<file path="config.mk">
export PLATFORM = sky130hd
export DESIGN_NAME = wght_upd_ctrl
export DESIGN_NICKNAME = d
export VERILOG_FILES = /design/src/rtl/wght_upd_ctrl.sv
export SDC_FILE = /design/constraint.sdc
export NUM_CORES = 1
export LEC_CHECK = 0
export BUFFER_PORTS_ARGS = -buffer_cell sky130_fd_sc_hd__buf_2
export CORE_ASPECT_RATIO = 0.7
export CORE_UTILIZATION = 57
export CTS_CLUSTER_SIZE = 10
export DETAILED_ROUTE_END_ITERATION = 12
export PLACE_DENSITY_LB_ADDON = 0.25
export RECOVER_POWER = 50
export SLEW_MARGIN = 25
export SYNTH_ARGS = -nofsm -noshare
export SYNTH_HDL_FRONTEND = slang
export SYNTH_SLANG_ARGS = --single-unit
</file>
<file path="constraint.sdc">
create_clock -name clk -period 3.04 [get_ports clk]
set_clock_uncertainty 0.2 [all_clocks]
set_input_delay 0.608 -clock clk [delete_from_list [all_inputs] [get_ports clk]]
set_output_delay 0.608 -clock clk [all_outputs]
set_load 0.02 [all_outputs]
</file>
<file path="src/rtl/wght_upd_ctrl.sv">
`default_nettype none
// ============================================================================
// Module   : wght_upd_ctrl
// Brief    : Mini-batch weight-update sequencer: clear acc, gate acc over
//            i_batch samples, then register w_new = w - acc with a valid pulse.
//            Option macro WGHT_SAT_EN: saturating (vs. wrapping) subtraction.
// Revision : 1.0  initial release
// ============================================================================
module wght_upd_ctrl #(
    parameter int WIDTH = 32,
    parameter int CNT_W = 8
) (
    input  logic             clk,
    input  logic             rst,
    input  logic             i_start,
    input  logic [CNT_W-1:0] i_batch,
    input  logic             i_abort,
    input  logic             i_valid,
    output logic             o_ready,
    output logic             o_acc_en,
    output logic             o_acc_clr,
    input  logic [WIDTH-1:0] i_acc,
    input  logic [WIDTH-1:0] i_w,
    output logic [WIDTH-1:0] o_w,
    output logic             o_w_valid,
    output logic             o_busy,
    output logic [CNT_W-1:0] o_cnt
);

    typedef enum logic [2:0] {
        S_IDLE   = 3'd0,
        S_CLEAR  = 3'd1,
        S_ACC    = 3'd2,
        S_UPDATE = 3'd3,
        S_DONE   = 3'd4
    } state_t;

    state_t           r_state;
    logic [CNT_W-1:0] r_batch;
    logic [CNT_W-1:0] r_cnt;
    logic             r_acc_clr;
    logic             r_w_valid;
    logic [WIDTH-1:0] r_w;
    logic [CNT_W-1:0] w_cnt_nxt;
    logic [WIDTH-1:0] w_upd;

    assign w_cnt_nxt = r_cnt + 1'b1;

`ifdef WGHT_SAT_EN
    logic [WIDTH:0] w_diff;

    // One guard bit: overflow shows up as disagreement between the top two bits.
    always_comb begin
        w_diff = {i_w[WIDTH-1], i_w} - {i_acc[WIDTH-1], i_acc};
        w_upd  = w_diff[WIDTH-1:0];
        if (w_diff[WIDTH] != w_diff[WIDTH-1]) begin
            w_upd = w_diff[WIDTH] ? {1'b1, {(WIDTH-1){1'b0}}}
                                  : {1'b0, {(WIDTH-1){1'b1}}};
        end
    end
`else
    assign w_upd = i_w - i_acc;
`endif

    always_ff @(posedge clk or posedge rst) begin
        if (rst) begin
            r_state   <= S_IDLE;
            r_batch   <= '0;
            r_cnt     <= '0;
            r_acc_clr <= 1'b0;
            r_w_valid <= 1'b0;
            r_w       <= '0;
        end else if (i_abort) begin
            r_state   <= S_IDLE;
            r_cnt     <= '0;
            r_acc_clr <= 1'b0;
            r_w_valid <= 1'b0;
        end else begin
            r_acc_clr <= 1'b0;
            r_w_valid <= 1'b0;
            case (r_state)
                S_IDLE: begin
                    if (i_start && (i_batch != '0)) begin
                        r_batch   <= i_batch;
                        r_cnt     <= '0;
                        r_acc_clr <= 1'b1;
                        r_state   <= S_CLEAR;
                    end
                end
                S_CLEAR: r_state <= S_ACC;
                S_ACC: begin
                    if (i_valid) begin
                        r_cnt <= w_cnt_nxt;
                        if (w_cnt_nxt == r_batch) begin
                            r_state <= S_UPDATE;
                        end
                    end
                end
                S_UPDATE: begin
                    r_w       <= w_upd;
                    r_w_valid <= 1'b1;
                    r_state   <= S_DONE;
                end
                S_DONE:  r_state <= S_IDLE;
                default: r_state <= S_IDLE;
            endcase
        end
    end

    // Abort must silence every strobe in the very cycle it is seen.
    assign o_ready   = (r_state == S_ACC) && !i_abort;
    assign o_acc_en  = o_ready && i_valid;
    assign o_acc_clr = r_acc_clr && !i_abort;
    assign o_w_valid = r_w_valid && !i_abort;
    assign o_busy    = (r_state != S_IDLE);
    assign o_cnt     = r_cnt;
    assign o_w       = r_w;

endmodule
`default_nettype wire

</file>
[Yosys cells after proc, flatten, opt, wreduce, memory -nomap -nowiden]
Cells that the tools add are included.
Storage, ports and cells
  flip-flop bits (word level): 53
  logic and storage cells: 44
Cells by class
  add/sub/neg operators: 2
  eq/ne operators: 7
  mux-type cells: 14
  bitwise operators: 1
  reduce and logical (&&, ||, !) cells: 14
Operator list (number)
  32-bit subtractor: 1
  8-bit 2-to-1 mux: 3
  8-bit one-hot mux with 2 select lines: 1
  3-bit 2-to-1 mux: 4
  3-bit one-hot mux with 4 select lines: 1
  3-bit inequality test, second input constant: 3
  3-bit AND reduction: 3
  8-bit by 1-bit adder with 8-bit output, second input constant: 1
  8-bit == test: 1
  8-bit nonzero test: 1
  3-bit by 2-bit == test with 1-bit output, second input constant: 2
  3-bit nonzero test: 2
  1-bit logical AND: 5
  1-bit 2-to-1 mux: 5
  3-bit by 1-bit == test with 1-bit output, second input constant: 1
  3-bit logical NOT: 1
  2-bit AND reduction: 1
  1-bit logical NOT: 1
  1-bit inverter: 1

[Logic depth before layout (Yosys ltp)]
  depth after elaboration: 6
  depth in mapped cells: 10

[Worst setup path after synthesis]
No wires, ideal clock.
  path type: input to register
  start: input i_w[0]
  end: register r_w[22], in the netlist o_w[22]
  library setup time: 133 ps
  arrival: 2368 ps
  required time: 2707 ps
  setup slack: 339 ps
  cell stages on the path: 10
  buffers on the path: 0
  path through: inv_1 -> ha_1 -> fa_1 -> nor2b_1 -> o2111ai_1 -> a211oi_1 -> a211oi_2 -> o31ai_1 -> xnor2_1 -> o21ai_1
On the way
  cells in the longest elaborated chain, start to end: 1
RTL lines
  from (decl): RTL line 23  | input logic [WIDTH-1:0] i_w,
  32-bit subtractor: RTL line 62  | assign w_upd = i_w - i_acc;
  to (signal assigned): RTL line 100  | r_w <= w_upd;
  to (decl): RTL line 43  | logic [WIDTH-1:0] r_w;
No other way between the ends.
A chain may end at the register's enable or synchronous reset.

[Final worst setup path]
  start: input i_acc[0]
  end: register r_w[16], in the netlist o_w[16]
On the way
  cells in the longest elaborated chain, start to end: 1
RTL lines
  from (decl): RTL line 22  | input logic [WIDTH-1:0] i_acc,
  32-bit subtractor: RTL line 62
No other way between the ends.

==> results.txt <==
The mean area per synthesized cell is between 8 and 9 sq um. The global-route usage over all layers came out at 0.295. After detailed routing, the number of remaining DRC violations is 0. The total routed wirelength came out at about 11,000 microns.

After floorplanning, the core was divided into 25 placement rows. The most common library cell in the layout ignoring fill and taps is buf_2. The cell leakage power is ~2.5 nW. In this run, synthesis inferred 0 flip-flops with an integrated enable. The setup check on the worst reg-to-reg path leaves a slack of a little under 0.9 ns. The aggregate negative setup slack is 0 ns. The total congestion overflow is 0. The number of nets in the layout is 745. Buffers inserted during clock tree synthesis total 5. Clock-pin slew was measured on the worst setup and hold paths at between 0.1 and 0.15 ns. The number of port buffers came out at 121. The peak fanout along the critical path came out at 3. The wire length of the first global-routing pass came out at 18,100 microns. The via count of the first global-routing pass was between 3k and 4k. The maximum level of the CTS H-tree came out at 2. For this run, global-route usage on met2 was measured as 0.482. The number of pins exceeding their max-slew limit in the final report came out at 0.

For met3 alone, demand over resource in global routing was 0.0435. The longest clock path from root to sink contains 2 buffers. The distinct cell type count of the synthesized netlist came out at 54. The slowest stage of the critical path belongs to the cell fa_1.

The post-cts gate resize count is 0. Clock tree synthesis found a total of 53 sinks. The total vias in the final route came out at ~4.3k. The flow ran to the end, and the final reports show no timing, DRC or antenna violations.

The sequential cell area fraction in the yosys report came out at 0.316. The worst hold margin is 0.293 ns. The worst setup path is captured at a register. The area growth from synthesis to layout is 20.5%. The required time of the worst setup path came out at 3.03 ns. Measured along the y axis, the die boundary spans around 74 microns.

The count of max-cap constraint violations came out at 0. In this run the cell area measured after placement is 4950 sq um. The minimum period implied by the final worst setup slack is 2.70 ns.

The detailed-router iteration count before antenna repair is 5. The proportion of layout cells with a drive suffix above 1 came out at 0.225. The highest clock frequency the design can meet came out at 370 MHz. The most used flip-flop cell after synthesis is dfrtp_1. At the end of routability-driven placement, the weighted congestion stood at 0.878. The final design instance area without fill came out at ~5100 sq um. Setup repair after global routing left no endpoint under its margin. The global routing usage on met1 came out at 0.411. The critical path goes through buf_2, ha_1, fa_1, nor2b_1, o2111ai_1, buf_4, a21oi_1, nor2_1, o21bai_1, xnor2_1, o21ai_1.

The detailed placer's ending HPWL is 8780 microns. In this run the cell area of the synthesized design comes to 4190 sq um. The fraction of registers with async set/reset came out at 1.00. The initial antenna violation count came out at 0. The signal arrival time at the worst endpoint is 2.69 ns. In the layout the commonest cells are buf_2, nand2_1, dfrtp_1.

The source-to-sink clock delay at the later pin of the worst-skew pair came out at 0.31 ns. The nature of the critical path startpoint is a primary input. The min-delay analysis places its worst path in the category register to register.

The per-cell via count in the routed design came out at 5.89. In this run, synthesis produced a sequential element count of 53. The number of warnings issued by yosys came out at 0. The most congested layer reported by global routing is met2.

The number of antenna diodes in the final layout is 0. The kind of critical path is primary input to register. On the worst path, the slowest cell contributes a delay of 0.41 ns. The number of nets in the synthesized netlist is 624.

Buffers inserted to repair hold after CTS numbered 0. TritonCTS built the clock tree. The horizontal die dimension is 105 microns.

The iteration-0 DRC count of the detailed router is about 360. The wire length per cell is 15.6 microns. The power per cell area is slightly below 600 nW/um^2. The tightest slew margin relative to the limit is 0.324. The peak ir drop on the vdd network came out at 0.314 mV. Dividing the final minimum period by the clock period gives 0.888. The die covers 7710 sq um. The actual transition at the worst max-transition pin came out at about 1.0 ns.

The clock root buffer master is clkbuf_8. In this run the remaining antenna-violating nets after routing total 0. The number of cells produced by synthesis came out at 514. The pin count of the biggest net entering global routing came out at 58. For this configuration, the core starts out at a cell density of 0.604. The number of failing setup endpoints in the final timing report is 0. Pin placement for this block handled 122 I/O pins. The standard cell core area is 6940 sq um.

The number of endpoints with negative hold slack in the final report was 0. The number of setup buffers added after CTS is 0.
per-layer routing:
layer / vias up / part of all wire / wire length, microns
met5: - / 0 / 0
met4: 0 / 0.016 / 185
met3: 25 / 0.096 / 1090
met2: 252 / 0.44 / 4960
met1: 1969 / 0.45 / 5130
li1: 2056 / - / -
Yosys cell counts (2+ instances only):
master     count  area [sq um]
xor2_1        14           123
o21a_1         7          52.6
o211ai_1       2          15.0
clkbuf_1      12          45.0
nor4_1         3          18.8
nand3_1       14          70.1
and2_1         3          18.8
nor2_1        24          90.1
dfrtp_1       53          1330
a211oi_2       4          50.1
a21o_1         9          67.6
nand4_1        8          50.1
and4_1         3          26.3
o21bai_1       4          30.0
nor3_1         9          45.0
inv_1         40           150
a31oi_1        5          31.3
xnor2_1       25           219
nand2_1       71           267
a2111oi_0      2          17.5
or3_1          6          37.5
ha_1          32           400
and3_1         6          37.5
nand2b_1       3          18.8
nand4b_1       2          17.5
buf_2          9          45.0
o21ai_1       29           145
nor2b_1        8          50.1
o31ai_1        5          37.5
o21ai_0       30           150
a21oi_1       39           195
a211oi_1       2          15.0
a22o_1         2          17.5
o2111ai_1      2          17.5
mux2_2         8          90.1
sequential cells by signal, indices dropped and copies added, names as in the netlist:
| name | cells |
|---|---|
| o_w | 32 |
| r_state | 3 |
| r_acc_clr | 1 |
| r_batch | 8 |
| o_cnt | 8 |
| r_w_valid | 1 |
worst max-delay path, delay by kind of cell:
kind | cells | cell delay [ns]
compound gates | 4 | 0.73
xor+xnor | 1 | 0.14
fa+ha+maj | 2 | 0.62
buf+inv | 2 | 0.29
simple gates | 2 | 0.31
through the flow:
stage / cells / power (W) / worst slack [ns] / util
3_3_place_gp: 722 / 0.00237 / 0.143 / 0.713
2_1_floorplan: 514 / 0.00195 / 0.339 / -
6_report: 730 / 0.00297 / 0.340 / 0.728
4_1_cts: 730 / 0.00299 / 0.393 / 0.732
5_1_grt: 730 / 0.00313 / 0.187 / 0.728
3_5_place_dp: 722 / 0.00241 / 0.0500 / 0.713
logic make-up after synthesis:
family | Yosys count | share of synthesized area
simple gates | 164 | 0.184
flops | 53 | 0.316
compound gates | 155 | 0.236
mux | 9 | 0.0239
fa+ha+maj | 33 | 0.100
xor+xnor | 39 | 0.0815
buf+inv | 61 | 0.0573
path summary, 6_finish.rpt:
kind / startpoint / end / depth (start not counted)
setup / recovery: i_acc[0] / o_w[16] / 11
hold / removal: o_w[1] / o_w[1] / 2
setup reg to reg: o_cnt[2] / r_state[0] / 7
hold reg to reg: o_w[1] / o_w[1] / 2
max in group asynchronous: rst / o_w[28] / 3
min in group asynchronous: rst / o_w[11] / 2
where the power goes:
group          internal, W  total, W  switching [W]
Combinational     0.000472   0.00128       0.000806
Sequential        0.000946   0.00111       0.000167
Clock             0.000327  0.000576       0.000248
Total              0.00175   0.00297        0.00122
layout make-up:
| cell class | instances | area, sq um |
|---|---|---|
| multi-input cells | 400 | 2630 |
| fillers | 557 | 1890 |
| flip-flops and latches | 53 | 1330 |
| repair buffers | 135 | 699 |
| inverters | 40 | 150 |
| well taps | 94 | 118 |
| clock buffers | 5 | 68.8 |
| clock inverters | 3 | 65.1 |
(Power assumes the default switching activity.)
